`src/rtl/reg_bank_pkg.sv`:
```
// reg_bank_pkg - shared defaults and address-legality helper for the register bank
// Revision: 1.0
`default_nettype none

package reg_bank_pkg;

  localparam int WIDTH_DEF = 8;
  localparam int DEPTH_DEF = 8;

  // An address is usable when it maps to a real register that is not the hardwired zero.
  function automatic bit addr_legal(input int addr, input int depth, input bit zero_reg0);
    return (addr < depth) && !(zero_reg0 && (addr == 0));
  endfunction

endpackage

`default_nettype wire

```
`src/rtl/reg_bank_2r1w_if.sv`:
```
// reg_bank_2r1w_if - write/read bus of the register bank
// Revision: 1.0
`default_nettype none

interface reg_bank_2r1w_if
  import reg_bank_pkg::*;
#(
  parameter int WIDTH = WIDTH_DEF,
  parameter int DEPTH = DEPTH_DEF
);

  localparam int ADDR_W = $clog2(DEPTH);

  logic              EN;
  logic [ADDR_W-1:0] W_Addr;
  logic [WIDTH-1:0]  Reg_In;
  logic [ADDR_W-1:0] R1_Addr;
  logic [ADDR_W-1:0] R2_Addr;
  logic [WIDTH-1:0]  Reg1_Out;
  logic [WIDTH-1:0]  Reg2_Out;

  modport master (
    output EN, W_Addr, Reg_In, R1_Addr, R2_Addr,
    input  Reg1_Out, Reg2_Out
  );

  modport slave (
    input  EN, W_Addr, Reg_In, R1_Addr, R2_Addr,
    output Reg1_Out, Reg2_Out
  );

endinterface

`default_nettype wire

```
`src/rtl/reg_bank_rport.sv`:
```
// reg_bank_rport - one read port: decode, masking and optional output register with write bypass
// Revision: 1.0
`default_nettype none

module reg_bank_rport
  import reg_bank_pkg::*;
#(
  parameter int WIDTH     = WIDTH_DEF,
  parameter int DEPTH     = DEPTH_DEF,
  parameter int ZERO_REG0 = 0,
  parameter int READ_REG  = 0,
  localparam int ADDR_W   = $clog2(DEPTH)
) (
  input  logic                   clk,
  input  logic                   res,
  input  logic [ADDR_W-1:0]      addr,
  input  logic [DEPTH*WIDTH-1:0] mem_flat,
  input  logic                   wr_legal,
  input  logic [ADDR_W-1:0]      wr_addr,
  input  logic [WIDTH-1:0]       wr_data,
  output logic [WIDTH-1:0]       rd_data
);

  logic             w_rd_legal;
  logic [WIDTH-1:0] w_rd_raw;

  assign w_rd_legal = addr_legal(int'(addr), DEPTH, ZERO_REG0 != 0);

  always_comb begin
    w_rd_raw = '0;
    for (int i = 0; i < DEPTH; i++) begin
      if (addr == ADDR_W'(i)) begin
        w_rd_raw = mem_flat[i*WIDTH +: WIDTH];
      end
    end
    if (!w_rd_legal) begin
      w_rd_raw = '0;
    end
  end

  generate
    if (READ_REG != 0) begin : g_reg
      logic [WIDTH-1:0] r_data;
      logic             w_hit;

      // wr_legal already excludes discarded writes, so a hit implies a legal read address.
      assign w_hit = wr_legal && (wr_addr == addr);

      always_ff @(posedge clk) begin
        if (res) begin
          r_data <= '0;
        end else begin
          r_data <= w_hit ? wr_data : w_rd_raw;
        end
      end

      assign rd_data = r_data;
    end else begin : g_comb
      logic w_unused;
      assign w_unused = ^{clk, res, wr_legal, wr_addr, wr_data};
      assign rd_data  = w_rd_raw;
    end
  endgenerate

endmodule

`default_nettype wire

```
`src/rtl/reg_bank_2r1w.sv`:
```
// reg_bank_2r1w - DEPTH x WIDTH register bank with one write port and two read ports
// Revision: 1.0
`default_nettype none

module reg_bank_2r1w
  import reg_bank_pkg::*;
#(
  parameter int WIDTH     = WIDTH_DEF,
  parameter int DEPTH     = DEPTH_DEF,
  parameter int ZERO_REG0 = 0,
  parameter int READ_REG  = 0
) (
  input logic            clk,
  input logic            res,
  reg_bank_2r1w_if.slave bus
);

  localparam int ADDR_W = $clog2(DEPTH);

  logic [WIDTH-1:0]       r_mem [DEPTH];
  logic [DEPTH*WIDTH-1:0] w_mem_flat;
  logic                   w_wr_legal;

  assign w_wr_legal = bus.EN && addr_legal(int'(bus.W_Addr), DEPTH, ZERO_REG0 != 0);

  // Reset outranks the write enable, so a write in a reset cycle is lost.
  always_ff @(posedge clk) begin
    if (res) begin
      for (int i = 0; i < DEPTH; i++) begin
        r_mem[i] <= '0;
      end
    end else if (w_wr_legal) begin
      r_mem[bus.W_Addr] <= bus.Reg_In;
    end
  end

  generate
    for (genvar g = 0; g < DEPTH; g++) begin : g_flat
      assign w_mem_flat[g*WIDTH +: WIDTH] = r_mem[g];
    end
  endgenerate

  reg_bank_rport #(
    .WIDTH     (WIDTH),
    .DEPTH     (DEPTH),
    .ZERO_REG0 (ZERO_REG0),
    .READ_REG  (READ_REG)
  ) u_rport1 (
    .clk      (clk),
    .res      (res),
    .addr     (bus.R1_Addr),
    .mem_flat (w_mem_flat),
    .wr_legal (w_wr_legal),
    .wr_addr  (bus.W_Addr),
    .wr_data  (bus.Reg_In),
    .rd_data  (bus.Reg1_Out)
  );

  reg_bank_rport #(
    .WIDTH     (WIDTH),
    .DEPTH     (DEPTH),
    .ZERO_REG0 (ZERO_REG0),
    .READ_REG  (READ_REG)
  ) u_rport2 (
    .clk      (clk),
    .res      (res),
    .addr     (bus.R2_Addr),
    .mem_flat (w_mem_flat),
    .wr_legal (w_wr_legal),
    .wr_addr  (bus.W_Addr),
    .wr_data  (bus.Reg_In),
    .rd_data  (bus.Reg2_Out)
  );

endmodule

`default_nettype wire

```
`src/flat_wrapper.sv`:
```
// flat-port wrapper written by rule: the top's interface ports become plain ports
module reg_bank_2r1w_flat import reg_bank_pkg::*;
#(
  parameter int WIDTH     = WIDTH_DEF,
  parameter int DEPTH     = DEPTH_DEF,
  parameter int ZERO_REG0 = 0,
  parameter int READ_REG  = 0
)
  (clk, res, bus_EN, bus_W_Addr, bus_Reg_In, bus_R1_Addr, bus_R2_Addr, bus_Reg1_Out, bus_Reg2_Out);
  reg_bank_2r1w_if #(.WIDTH(WIDTH), .DEPTH(DEPTH)) bus_i ();
  input logic clk;
  input logic res;
  input wire logic [$bits(bus_i.EN)-1:0] bus_EN;
  input wire logic [$bits(bus_i.W_Addr)-1:0] bus_W_Addr;
  input wire logic [$bits(bus_i.Reg_In)-1:0] bus_Reg_In;
  input wire logic [$bits(bus_i.R1_Addr)-1:0] bus_R1_Addr;
  input wire logic [$bits(bus_i.R2_Addr)-1:0] bus_R2_Addr;
  output wire logic [$bits(bus_i.Reg1_Out)-1:0] bus_Reg1_Out;
  output wire logic [$bits(bus_i.Reg2_Out)-1:0] bus_Reg2_Out;
  assign bus_i.EN = bus_EN;
  assign bus_i.W_Addr = bus_W_Addr;
  assign bus_i.Reg_In = bus_Reg_In;
  assign bus_i.R1_Addr = bus_R1_Addr;
  assign bus_i.R2_Addr = bus_R2_Addr;
  assign bus_Reg1_Out = bus_i.Reg1_Out;
  assign bus_Reg2_Out = bus_i.Reg2_Out;
  reg_bank_2r1w #(.WIDTH(WIDTH), .DEPTH(DEPTH), .ZERO_REG0(ZERO_REG0), .READ_REG(READ_REG)) u_core (.clk(clk), .res(res), .bus(bus_i));
endmodule
```
`config.mk`:
```
export PLATFORM = sky130hd
export DESIGN_NAME = reg_bank_2r1w_flat
export DESIGN_NICKNAME = d
export VERILOG_FILES = /design/src/rtl/reg_bank_pkg.sv /design/src/rtl/reg_bank_2r1w_if.sv /design/src/rtl/reg_bank_rport.sv /design/src/rtl/reg_bank_2r1w.sv /design/src/flat_wrapper.sv
export SDC_FILE = /design/constraint.sdc
export NUM_CORES = 1
export LEC_CHECK = 0
export BUFFER_PORTS_ARGS = -buffer_cell sky130_fd_sc_hd__buf_2
export CAP_MARGIN = 15
export CORE_MARGIN = 2
export CORE_UTILIZATION = 30
export DETAILED_ROUTE_END_ITERATION = 16
export PLACE_DENSITY_LB_ADDON = 0.15
export REMOVE_ABC_BUFFERS = 1
export SETUP_SLACK_MARGIN = 0.15
export SYNTH_ARGS = -nofsm -noshare
export SYNTH_HDL_FRONTEND = slang
export SYNTH_SLANG_ARGS = --single-unit
export TNS_END_PERCENT = 20
```
`constraint.sdc`:
```
create_clock -name clk -period 1.5 [get_ports clk]
set_input_delay 0.15 -clock clk [delete_from_list [all_inputs] [get_ports clk]]
set_output_delay 0.15 -clock clk [all_outputs]
set_load 0.02 [all_outputs]
```
==> results.cfg, run 1 <==
[clock_tree]
cts_tree = yes
clock-sinks = 64
clockBufferDepth = 2
root_buffer = clkbuf_16
cts_made_buffers = 9
clk_pin_slew_ps = 60
hold_buffers = 0
ctsHtreeMaxLevel = 3

[routing]
wl_met2_microns = 4830
maxUsedRoutingLayer = met4
viasPerCell = 5.07
drt_iter0_drc = 201
drtPass1Iterations = 6
wl_per_cell_microns = 20.3
wl_met1_microns = 5150
drt-total-wl_microns = 10500
drc = 0
vias = 2637
detail-route-antenna-nets = 0
wl_met3_microns = 478

[sta]
worstMarginPinSlew_ps = 343
slew_headroom_pct = 77.1
setup_slack_ps = -302
setup_viol = 16
holdWs_ps = 184
fmax_mhz = 555
period_needed_ps = 1800
finalCritPeriodShare_pct = 120
rsz0062_at_grt = true
slew_violations = 0
hold_violations = 0

[pwr]
ir_drop_uv = 393
p_leak_nw = 1.74
total_power_mw = 4.79
p_per_area_mw_per_mm2 = 1030

[place]
port_buffers = 35
post-place-ws_ps = -151
place_area_sq_mm = 0.00428
gp_congestion = 0.771
hpwl_microns = 7390

[global_routing]
grt_overflow = 0
antenna_found_initial = 0
grt_pass1_vias = 2678
grt_usage_pct = 16.7
grt_max_degree = 19
grt_pass1_wl_microns = 15900

[worst_setup_path]
critical_path_depth = 3
path_delay_family = multiplexers
path_class = register to output port
cpMaxStageDelayCell = mux4_2
crit_end = bus_Reg2_Out[2]
slowest_delay_ps = 480
critPathLaunch = u_core.r_mem[5][2]
crit_chain = mux4_2, mux2_4, buf_6
worst_setup_path_end_kind = output port
crit_required_ps = 1350
worstPathMaxFanout = 3
cp_data_arrival_time_ps = 1650
cp-start-kind = register
crit_buf_inv = 1

[logic_synthesis]
synthesis.instances = 304
synth_edf_count = 64
synth_warnings = 0
ys_types = 26
synth.yosys.seq_area_share_pct = 52.1
async_flop_share_pct = 0
synthesis.area_sq_mm = 0.00369
syn_area_per_cell_sq_um = 12.1
synth_ff_type = edfxtp_1
postSynthRegisterBits = 64

[cells_and_area]
post_route_cells_drive_above_1_share_pct = 33.0
largest-register = u_core.r_mem
utilization_pct = 38.6
reg.largest.list = u_core.r_mem x64
layout_common_cells = and2_1, edfxtp_1, buf_4, buf_2, nor2_1
nNetsFinal = 388
largest_reg_flops = 64
design_area_sq_mm = 0.00463
area_growth_pct = 25.6
multi_input_area_sq_mm = 0.00168
final_common_cell = and2_1
ff_latch_area_sq_mm = 0.00192
nFillCells = 1169
antenna_cells = 0

[hold_path]
min_path_type = input pin to register

[die]
ioPinCount = 36
dieHeight_microns = 115
dieWidth_microns = 115
initial_core_util_pct = 30.7
std_cell_rows = 40
die-area_sq_mm = 0.0132
core_sq_mm = 0.0120

[flow_run]
drv_cap = 0

[outcome]
violations = setup timing
status = finished, violations left
-- cells in the mapped netlist (all sizes together), types with 7 or more instances --
master  instances  area (sq um)
mux4           14           315
o32a            8          80.1
nor3            7          46.3
a21oi          18          90.1
edfxtp         64          1920
buf            14          92.6
nor2           23          93.8
nand2           9          33.8
nor2b           8          50.1
and2           65           407
mux2            8          90.1
o21ai          13          65.1
nand2b          9          56.3
a22o            8          70.1
mux2i          10           100
or2             8          50.1
-- cell families (layout without fill, tap and decap cells) --
family                 after synthesis  count (layout)  share of synthesized area (%)
buffers and inverters               19              88                           3.02
multiplexers                        32              32                           13.7
AO/OA/AOI/OAI                       57              57                           10.5
AND/OR/NAND/NOR                    132             132                           20.7
flip-flops                          64              64                           52.1
-- how the worst min path moves through the flow --
stage	start	endpoint	slack [ps]	cells past startpoint
floorplan	bus_Reg_In[0]	u_core.r_mem[0][0]	350	1
global placement	bus_Reg_In[2]	u_core.r_mem[6][2]	520	2
detailed placement	bus_Reg_In[1]	u_core.r_mem[5][1]	520	2
CTS	bus_Reg_In[1]	u_core.r_mem[5][1]	180	2
global route	bus_Reg_In[1]	u_core.r_mem[0][1]	200	2
finish	bus_Reg_In[1]	u_core.r_mem[0][1]	180	2
-- final cells by class --
cell class	count	share of cell area, %
timing repair buffer	72	12.6
clock buffer	10	4.94
clock inverter	6	0.783
tap	147	3.97
sequential	64	41.5
multi-input combinational	221	36.3
-- power by group --
part | switching, mW | internal (mW)
Sequential | 0.0651 | 2.09
Combinational | 0.420 | 0.375
Clock | 0.735 | 1.10
-- layer usage --
| metal | vias up | global-route usage [%] |
|---|---|---|
| met5 | - | 0 |
| met2 | 69 | 26.0 |
| met1 | 1297 | 24.5 |
| met4 | 0 | 3.53 |
| li1 | 1263 | - |
| met3 | 8 | 3.22 |
-- timing repair --
item,CTS,global route
pin swaps,2,0
buffers inserted,2,2
endpoints found under the setup margin,16,16
resized for setup,16,4
-- stage by stage --
step                      cells  TNS (ps)
final                       520     -2840
after global routing        520     -3960
after CTS                   518     -2940
after detailed placement    500     -1000
after global placement      500      -848
after floorplan             285         0
Power figures use the tool's default switching activity.
==> inputs of run 2 (changes only) <==
--- a/config.mk
+++ b/config.mk
@@ -5,6 +5,7 @@
 export SDC_FILE = /design/constraint.sdc
 export NUM_CORES = 1
 export LEC_CHECK = 0
+export ABC_AREA = 1
 export BUFFER_PORTS_ARGS = -buffer_cell sky130_fd_sc_hd__buf_2
 export CAP_MARGIN = 15
 export CORE_MARGIN = 2
==> run 2 against run 1 <==
  * Maximum frequency increased by 16%
  * Critical endpoint is now bus_Reg1_Out[0]
  * Via count increased by 16%
  * Die area decreased by 4.1%
  * Worst hold slack improved by 66 ps
  * The flow still finishes with violations (setup timing)
==> results.cfg, run 2 <==
[outcome]
status = finished, violations left
violations = setup timing

[logic_synthesis]
ys_top_cells_by_area = edfxtp_1, nand4_1, nor2_1
synth_edf_count = 64
synth.most_common_cell = nor2_1
syn_area_per_cell_sq_um = 9.35
synth_warnings = 0
async_flop_share_pct = 0
synthesis.area_sq_mm = 0.00353
synth_ff_type = edfxtp_1
synth_top_area_share_pct = 54.4
ys_types = 16
synthesis.instances = 378
yosysTopAreaCell = edfxtp_1
synth.yosys.seq_area_share_pct = 54.4
synth_commonest_cells = nor2_1, nand4_1, edfxtp_1, nand2_1, inv_1
postSynthRegisterBits = 64

[clock_tree]
hold_buffers = 0
clk_pin_slew_ps = 50
clock-sinks = 64
cts_made_buffers = 9
root_buffer = clkbuf_16
clockBufferDepth = 2
cts_tree = yes
ctsHtreeMaxLevel = 3

[place]
hpwl_microns = 7720
port_buffers = 35
gp_congestion = 0.794
place_area_sq_mm = 0.00414

[worst_setup_path]
crit_required_ps = 1350
cpMaxStageDelayCell = edfxtp_1
worst_setup_path_end_kind = output port
worstPathMaxFanout = 2
crit_buf_inv = 1
path_class = register to output port
crit_chain = nand3_1, nand4_1, nor2_2, nand4_1, buf_2
path_delay_family = simple AND/OR/NAND/NOR gates
crit_top_cell = nand4_1
cp_data_arrival_time_ps = 1410
slowest_delay_ps = 420
cp-start-kind = register

[die]
dieWidth_microns = 113
initial_core_util_pct = 30.8
core_sq_mm = 0.0115
std_cell_rows = 39
dieHeight_microns = 113
ioPinCount = 36
die-area_sq_mm = 0.0127

[sta]
period_needed_ps = 1560
holdWs_ps = 250
rsz0062_at_grt = true
setup_slack_ps = -57.1
finalCritPeriodShare_pct = 104
fmax_mhz = 642
worstMarginPinSlew_ps = 437
setup_viol = 13
slew_violations = 0
hold_violations = 0
slew_headroom_pct = 70.8

[routing]
detail-route-antenna-nets = 0
drt-total-wl_microns = 10100
wl_per_cell_microns = 17.1
drc = 0
drtPass1Iterations = 6
vias = 3072
drt_iter0_drc = 307
viasPerCell = 5.18

[global_routing]
grt_max_degree = 20
grt_pass1_vias = 3051
grt_pass1_wl_microns = 16400
grt_overflow = 0
grt_usage_pct = 17.0
antenna_found_initial = 0

[cells_and_area]
final_common_cell = nor2_1
post_route_cells_drive_above_1_share_pct = 25.3
largest_reg_flops = 64
nFillCells = 1154
largest-register = u_core.r_mem
multi_input_area_sq_mm = 0.00140
area_growth_pct = 25.8
antenna_cells = 0
design_area_sq_mm = 0.00445
ff_latch_area_sq_mm = 0.00192
reg.largest.list = u_core.r_mem x64
layout_common_cells = nor2_1, nand4_1, edfxtp_1, nand2_1, buf_2
nNetsFinal = 465

[hold_path]
min_from = bus_Reg_In[0]
min_path_type = input pin to register
hold_depth = 3
hold-path-endpoint = u_core.r_mem[4][0]

[flow_run]
drv_cap = 0

[pwr]
ir_drop_uv = 709
p_leak_nw = 1.76
p_per_area_mw_per_mm2 = 1090
## run 2: changes by cell type in the layout (fill, tap and decap cells not counted), moves of 18 or more
cell / delta
nand4_1: +80
inv_1: +20
nor2_1: +74
nand2_1: +51
a21oi_1: -18
and2_1: -65
## run 2: cells by family after synthesis
kind of cell           share of synthesized area, %
DFF                                            54.4
buffers and inverters                          6.34
and+or+nand+nor                                39.3
## run 2: how the worst max path moves through the flow
| stage | startpoint | end | slack [ps] | depth (start not counted) |
|---|---|---|---|---|
| finish | u_core.r_mem[0][0] | bus_Reg1_Out[0] | -60 | 5 |
| global route | u_core.r_mem[1][4] | bus_Reg1_Out[4] | -170 | 5 |
| CTS | u_core.r_mem[0][0] | bus_Reg1_Out[0] | -70 | 5 |
| detailed placement | bus_R1_Addr[1] | bus_Reg1_Out[4] | 50 | 6 |
| global placement | bus_R1_Addr[1] | bus_Reg1_Out[4] | 50 | 6 |
| floorplan | res | u_core.r_mem[0][0] | 300 | 5 |
## run 2: stage by stage
step | instances | worst slack (ps) | total power, mW | utilization, % | TNS (ps)
after floorplan | 364 | 299 | 2.51 | - | 0
after CTS | 593 | -69.1 | 4.87 | 38.6 | -426
final | 593 | -57.1 | 4.84 | 38.8 | -295
after global placement | 577 | 51.7 | 2.86 | 36.1 | 0
after detailed placement | 577 | 47.8 | 2.86 | 36.1 | 0
after global routing | 593 | -166 | 5.03 | 38.8 | -1630
## run 2: repair_timing
action	CTS	global route
pin swaps	0	5
setup buffers	0	0
cloned	0	0
setup endpoints to repair	16	16
resized for setup	1	6
## run 2: per-layer routing
layer / wire length [microns] / global-route usage [%] / up-vias / part of all wire, %
met1: 4530 / 22.1 / 1446 / 45
li1: - / - / 1486 / -
met3: 577 / 4.05 / 24 / 5.7
met2: 4680 / 27.4 / 116 / 46
met5: 0 / 0 / - / 0
met4: 356 / 7.15 / 0 / 3.5
## run 2: area by class of cell
cell class / instances / area share, %
Sequential cell: 64 / 43.2
Multi-Input combinational cell: 273 / 31.5
Timing Repair Buffer: 70 / 12.0
Clock buffer: 9 / 5.06
Tap cell: 143 / 4.02
Inverter: 27 / 2.84
Clock inverter: 7 / 1.41
## run 2: worst min-delay path: stages
cell and delay, ps:
buf_2 70, inv_1 120, nor2_1 120
## run 2: power breakdown
group          internal [mW]  leakage, nW  switching [mW]
registers               2.09        0.613          0.0625
logic                  0.231         1.01           0.456
clock network           1.27        0.136           0.740
